<file path="src/rtl/demux_router.sv">
// Registered 1-to-4 stream demultiplexer with valid/ready on the input and on each lane.
// Optional per-lane completed-transfer counters are built when DEMUX_CNT_EN is defined.
module demux_router #(
    parameter int unsigned DW    = 8,
    parameter int unsigned CNT_W = 8
) (
    input  logic             iClk,
    input  logic             iRst_n,
    input  logic             iValid,
    output logic             oReady,
    input  logic [DW-1:0]    iData,
    input  logic [1:0]       iSel,
    output logic [3:0]       oValid,
    input  logic [3:0]       iReady,
    output logic [DW-1:0]    oData0,
    output logic [DW-1:0]    oData1,
    output logic [DW-1:0]    oData2,
    output logic [DW-1:0]    oData3,
`ifdef DEMUX_CNT_EN
    output logic [CNT_W-1:0] oCnt0,
    output logic [CNT_W-1:0] oCnt1,
    output logic [CNT_W-1:0] oCnt2,
    output logic [CNT_W-1:0] oCnt3,
`endif
    output logic             oBusy
);

    localparam int unsigned LANES = 4;

    logic [LANES-1:0] lane_v;
    logic [DW-1:0]    lane_d [LANES];
    logic             sel_full_c;
    logic             accept_c;

    // A lane is blocked only when it holds a word that its sink is not taking this cycle.
    always_comb begin
        sel_full_c = lane_v[iSel] & ~iReady[iSel];
        oReady     = iRst_n & ~sel_full_c;
        accept_c   = iValid & oReady;
    end

    // Fill has priority over drain, so a simultaneous drain and fill keeps the lane valid.
    always_ff @(posedge iClk or negedge iRst_n) begin
        if (!iRst_n) begin
            lane_v <= '0;
            for (int unsigned k = 0; k < LANES; k++) begin
                lane_d[k] <= '0;
            end
        end else begin
            for (int unsigned k = 0; k < LANES; k++) begin
                if (accept_c && (iSel == 2'(k))) begin
                    lane_v[k] <= 1'b1;
                    lane_d[k] <= iData;
                end else if (iReady[k]) begin
                    lane_v[k] <= 1'b0;
                end
            end
        end
    end

    assign oValid = lane_v;
    assign oData0 = lane_d[0];
    assign oData1 = lane_d[1];
    assign oData2 = lane_d[2];
    assign oData3 = lane_d[3];
    assign oBusy  = |lane_v;

`ifdef DEMUX_CNT_EN
    logic [CNT_W-1:0] lane_cnt [LANES];

    // Counts words actually handed downstream; wraps naturally at all-ones.
    always_ff @(posedge iClk or negedge iRst_n) begin
        if (!iRst_n) begin
            for (int unsigned k = 0; k < LANES; k++) begin
                lane_cnt[k] <= '0;
            end
        end else begin
            for (int unsigned k = 0; k < LANES; k++) begin
                if (lane_v[k] && iReady[k]) begin
                    lane_cnt[k] <= lane_cnt[k] + CNT_W'(1);
                end
            end
        end
    end

    assign oCnt0 = lane_cnt[0];
    assign oCnt1 = lane_cnt[1];
    assign oCnt2 = lane_cnt[2];
    assign oCnt3 = lane_cnt[3];
`endif

endmodule

</file>
<file path="config.mk">
export PLATFORM = sky130hd
export DESIGN_NAME = demux_router
export DESIGN_NICKNAME = d
export VERILOG_FILES = /design/src/rtl/demux_router.sv
export SDC_FILE = /design/constraint.sdc
export NUM_CORES = 1
export LEC_CHECK = 0
export CAP_MARGIN = 10
export CORE_UTILIZATION = 43
export DETAILED_ROUTE_END_ITERATION = 8
export GPL_TIMING_DRIVEN = 0
export HOLD_SLACK_MARGIN = 0.05
export PLACE_DENSITY = 0.79
export SLEW_MARGIN = 20
export SYNTH_ARGS = -nofsm -noshare
export SYNTH_HDL_FRONTEND = slang
export SYNTH_SLANG_ARGS = --single-unit
</file>
<file path="constraint.sdc">
create_clock -name iClk -period 1.77 [get_ports iClk]
set_input_delay 0.2655 -clock iClk [delete_from_list [all_inputs] [get_ports iClk]]
set_output_delay 0.2655 -clock iClk [all_outputs]
set_load 0.01 [all_outputs]
</file>
## After elaboration in Yosys (flattened, before gate mapping)

Cells that the tools add are included.

- Input port bits: 17
- Logic and storage cells: 39
- Output and inout bits: 38
- Register bits: 36

- Bitwise logic cells: 5
- Equality and inequality tests: 3
- Reductions and logical operators: 10
- Magnitude comparators: 1
- Mux-type cells: 12

Operators by type and width:

| cell | count |
|---|---|
| 1-bit two-way mux | 10 |
| 2-bit nonzero test | 4 |
| 1-bit binary-select mux with 2-bit select | 2 |
| 2-bit equality test, second input constant | 2 |
| 1-bit logical AND | 4 |
| 4-bit OR reduction | 1 |
| 1-bit bitwise AND | 3 |
| 2-bit by 3-bit less-than comparator with 1-bit output, second input constant | 1 |
| 2-bit by 1-bit equality test with 1-bit output, second input constant | 1 |
| 2-bit zero test | 1 |
| 1-bit NOT | 2 |

## Longest topological paths before layout

- Word-level depth: 9
- Gate-level depth with buffers: 4
- Mapped depth without buffers: 3

## Least setup slack after synthesis

No wires, ideal clock.

- Path type: register to output
- From: register lane_v[2] (netlist: oValid[2])
- To: output port oReady
- Cell stages (with the launch flop): 4
- Path buffers: 0
- Arrival: 1.253 ns
- Required time: 1.505 ns
- Setup slack: 0.251 ns
- Cells stage by stage: dfrtp_1 -> or4bb_2 -> o311ai_0 -> a21oi_1

- Word-level cells in the longest chain between the ends: 5

Ends and longest elaborated chain:

| item | RTL line | RTL |
|---|---|---|
| start: declaration | 30 | `logic [LANES-1:0] lane_v;` |
| start signal: assignment | 45 | `lane_v <= '0;` |
| start signal: indexed assignment | 52 | `lane_v[k] <= 1'b1;` |
| start signal: indexed assignment | 55 | `lane_v[k] <= 1'b0;` |
| 1-bit binary-select mux with 2-bit select | 37 | `sel_full_c = lane_v[iSel] & ~iReady[iSel];` |
| 1-bit two-way mux (implied by the code) | 37 |  |
| 1-bit bitwise AND | 37 |  |
| 1-bit NOT | 38 | `oReady = iRst_n & ~sel_full_c;` |
| 1-bit bitwise AND | 38 |  |
| end: declaration | 10 | `output logic oReady,` |

Every way passes these cells. The select of a mux whose other input is x is not followed.

## Worst setup path in the final report

- From: input port iSel[0]
- To: output port oReady

- Word-level cells in the longest chain between the ends: 6
- Elaborated cells on any way between the ends: 8

Ends and longest elaborated chain:

| item | RTL line | RTL |
|---|---|---|
| start: declaration | 12 | `input logic [1:0] iSel,` |
| 1-bit binary-select mux with 2-bit select | 37 |  |
| 1-bit two-way mux (implied by the code) | 37 |  |
| 1-bit NOT | 37 |  |
| 1-bit bitwise AND (*) | 37 |  |
| 1-bit NOT (*) | 38 |  |
| 1-bit bitwise AND (*) | 38 |  |

Mark *: on every way between the ends. The rest lies on a longest branch, timed or not. The select of a mux whose other input is x is not followed.

==> metrics.csv <==
stage,metric,value,unit
timing,finalSetupViolations,0,
critical_path,critPathMaxFanout,7,
drt,drt_iter0_markers,39,
synth,yosys-top-cells-area,"dfrtp_1 (63%), mux2_2 (25%), nand3_2 (1.4%)",
floorplan,coreArea,0.00310,mm^2
timing,setup_slack,0.0775,ns
synth,yosysMostFrequentCell,dfrtp_1,
final_layout,finalNonFillerCells,200,
critical_path,crit_chain,dlygate4sd2_1 -> or4bb_4 -> o311ai_1 -> a21oi_1 -> buf_2,
min_path,holdPathStages,2,
clock_tree,clock_tree.root_cell,clkbuf_4,
global_routing,grt_max_degree,32,
global_routing,grt_pass1_wl,4960,um
global_routing,antenna_found_initial,0,
final_layout,fin_nets,172,
power,leakagePower,0.000926,uW
critical_path,worst_path_largest_cell_delay,0.55,ns
drt,first_pass_iters,3,
synth,synth.top_cells.by_count,"dfrtp_1 (36), mux2_2 (32), nand2b_1 (3)",
synth,synth_nets,107,
drt,via_per_inst,4.98,
clock_tree,path_clk_slew,0.10,ns
min_path,hp-start,iSel[1],
power,finalPower,2240,uW
power,vdd_drop_max,0.000578,V
critical_path,crit_type,in -> out,
floorplan,dieHeight,59.7,um
floorplan,std_cell_rows,20,
timing,rsz0062_at_grt,no,
timing,hold_viol,0,
critical_path,critPathSlowestCell,or4bb_4,
timing,max_freq,0.591,GHz
clock_tree,cts_tree,built,
synth,yosysSeqAreaShare,0.628,
floorplan,initial_core_util,0.462,
critical_path,r2r_slack,0.25,ns
placement,dpl.cell_count,188,
placement,hpwl,2210,um
min_path,hold-path-endpoint,oValid[1],
synth,syn_area_per_cell,15.9,um^2
placement,port_buffers,53,
timing,relSlewSlack,0.613,
critical_path,r2r-end,oData1[4],
global_routing,grt_pass1_vias,1036,
final_layout,num-fill-cells,244,
synth,synth.largest_area_cell,dfrtp_1,
drt,wl_per_cell,15.8,um
placement,gp_congestion,0.750,
global_routing,gr-usage-met3,0.0606,
critical_path,start_kind,input port,
power,p_per_area,1050,mW/mm^2
global_routing,grtUsageMet1,0.262,
critical_path,r2r_start,oValid[1],
drt,vias,996,
flow_run,maxCapViolations,0,
clock_tree,htree_levels,2,
critical_path,crit_buf_inv,2,
floorplan,dieArea,0.00357,mm^2
placement,pre_cts_ws,-0.610,ns
final_layout,antenna_cells,0,
synth,async_reset_ff_frac,1.00,
clock_tree,clock_latency,0.33,ns
synth,yosys_warnings,0,
synth,synthesis.area,0.00143,mm^2
critical_path,cp-end-kind,primary output,
floorplan,io-pin-count,55,
timing,drv_slew,0,
final_layout,drive_gt1_frac,0.327,
timing,worst_pin_slew,0.581,ns
synth,synth_enable_flop_cells,0,
clock_tree,clock_path_buffers,2,
timing,finalCriticalPeriod,1.69,ns
clock_tree,numCtsBuffers,5,
synth,yosys_register_bits,36,
timing,post-route-period-util,0.956,
final_layout,syn2layout_area_growth,48.9,%
outcome,status,finished clean,
global_routing,busiest_layer,met2,
global_routing,gr-usage-met2,0.303,
critical_path,arrival,1.43,ns
synth,synth_top_area_frac,0.628,
timing,setup_tns,0,ns
min_path,hold_class,in -> reg,
drt,drc_errors,0,
drt,wl,3160,um
floorplan,die_x,59.7,um
synth,synth_cell_types,20,
global_routing,grt.overflow.total,0,
global_routing,grtUsageTotal,0.197,
critical_path,path_delay_family,simple AND/OR/NAND/NOR gates,
critical_path,reg2regPathDepth,3,
clock_tree,numClockSinks,36,
timing,finalClockSkew,0.00740,ns
critical_path,required,1.50,ns
timing,hold_ws,0.232,ns
synth,ys.flop_type,dfrtp_1,
drt,ant_nets,0,
synth,synth_cells,90,
[power breakdown]
group          leakage [uW]  internal [uW]  switching (uW)  total, uW
clock             0.0000326            196             249        445
combinational      0.000455            459             258        717
sequential         0.000438            991            85.1       1080
total              0.000926           1650             592       2240
[logic make-up (layout without fill, tap and decap cells)]
| group | Yosys count | count (layout) | synth area share |
|---|---|---|---|
| compound gates | 5 | 5 | 0.0244 |
| buf+inv | 2 | 68 | 0.00785 |
| flops | 36 | 36 | 0.628 |
| mux | 33 | 33 | 0.258 |
| simple gates | 14 | 14 | 0.0812 |
[routing by layer]
metal	share of wire	routed length, um
met2	0.47	1490
met5	0	0
met3	0.071	223
met1	0.45	1430
met4	0.0066	21
[stage by stage]
step                cell area, um^2   util
floorplan                      1430      -
global placement               2020  0.651
detailed placement             2030  0.656
CTS                            2130  0.687
global route                   2130  0.688
finish                         2130  0.688
[flip-flops by register name (all words and copies together), names as in the netlist]
register / flops
oData3: 8
oValid: 4
oData0: 8
oData1: 8
oData2: 8
[layout by cell type, fill, tap and decap left out, types with 2 or more instances in the layout]
cell type,count
clkdlybuf4s50_1,48
dfrtp_1,36
mux2_2,32
clkbuf_4,5
nand2b_1,3
buf_2,3
buf_4,2
nand3_2,2
nand2_1,2
clkbuf_1,2
buf_12,2
dlygate4sd3_1,2
[worst max-delay path by stage]
stage	start	end	depth (start not counted)
final	iSel[0]	oReady	5
after floorplan	oValid[2]	oReady	3
after global placement	iRst_n	oReady	4
after detailed placement	iSel[0]	oReady	5
after global routing	oValid[2]	oReady	4
after CTS	iReady[2]	oReady	5
[area by class of cell]
class / count / area [um^2] / area share
flip-flops and latches: 36 / 901 / 0.422
inverters: 1 / 3.75 / 0.00176
plain buffers: 1 / 7.51 / 0.00352
well taps: 44 / 55.1 / 0.0258
clock buffers: 8 / 58.8 / 0.0275
multi-input cells: 52 / 524 / 0.246
repair buffers: 58 / 584 / 0.274
[timing repair]
action,4_1_cts,5_1_grt
setup endpoints to repair,2,1
gates resized for setup,11,1
hold buffers,3,0
endpoints found under the hold margin,36,0
buffers inserted,1,0
pin swaps,1,0
No activity file was read; power rests on OpenSTA's default activity.
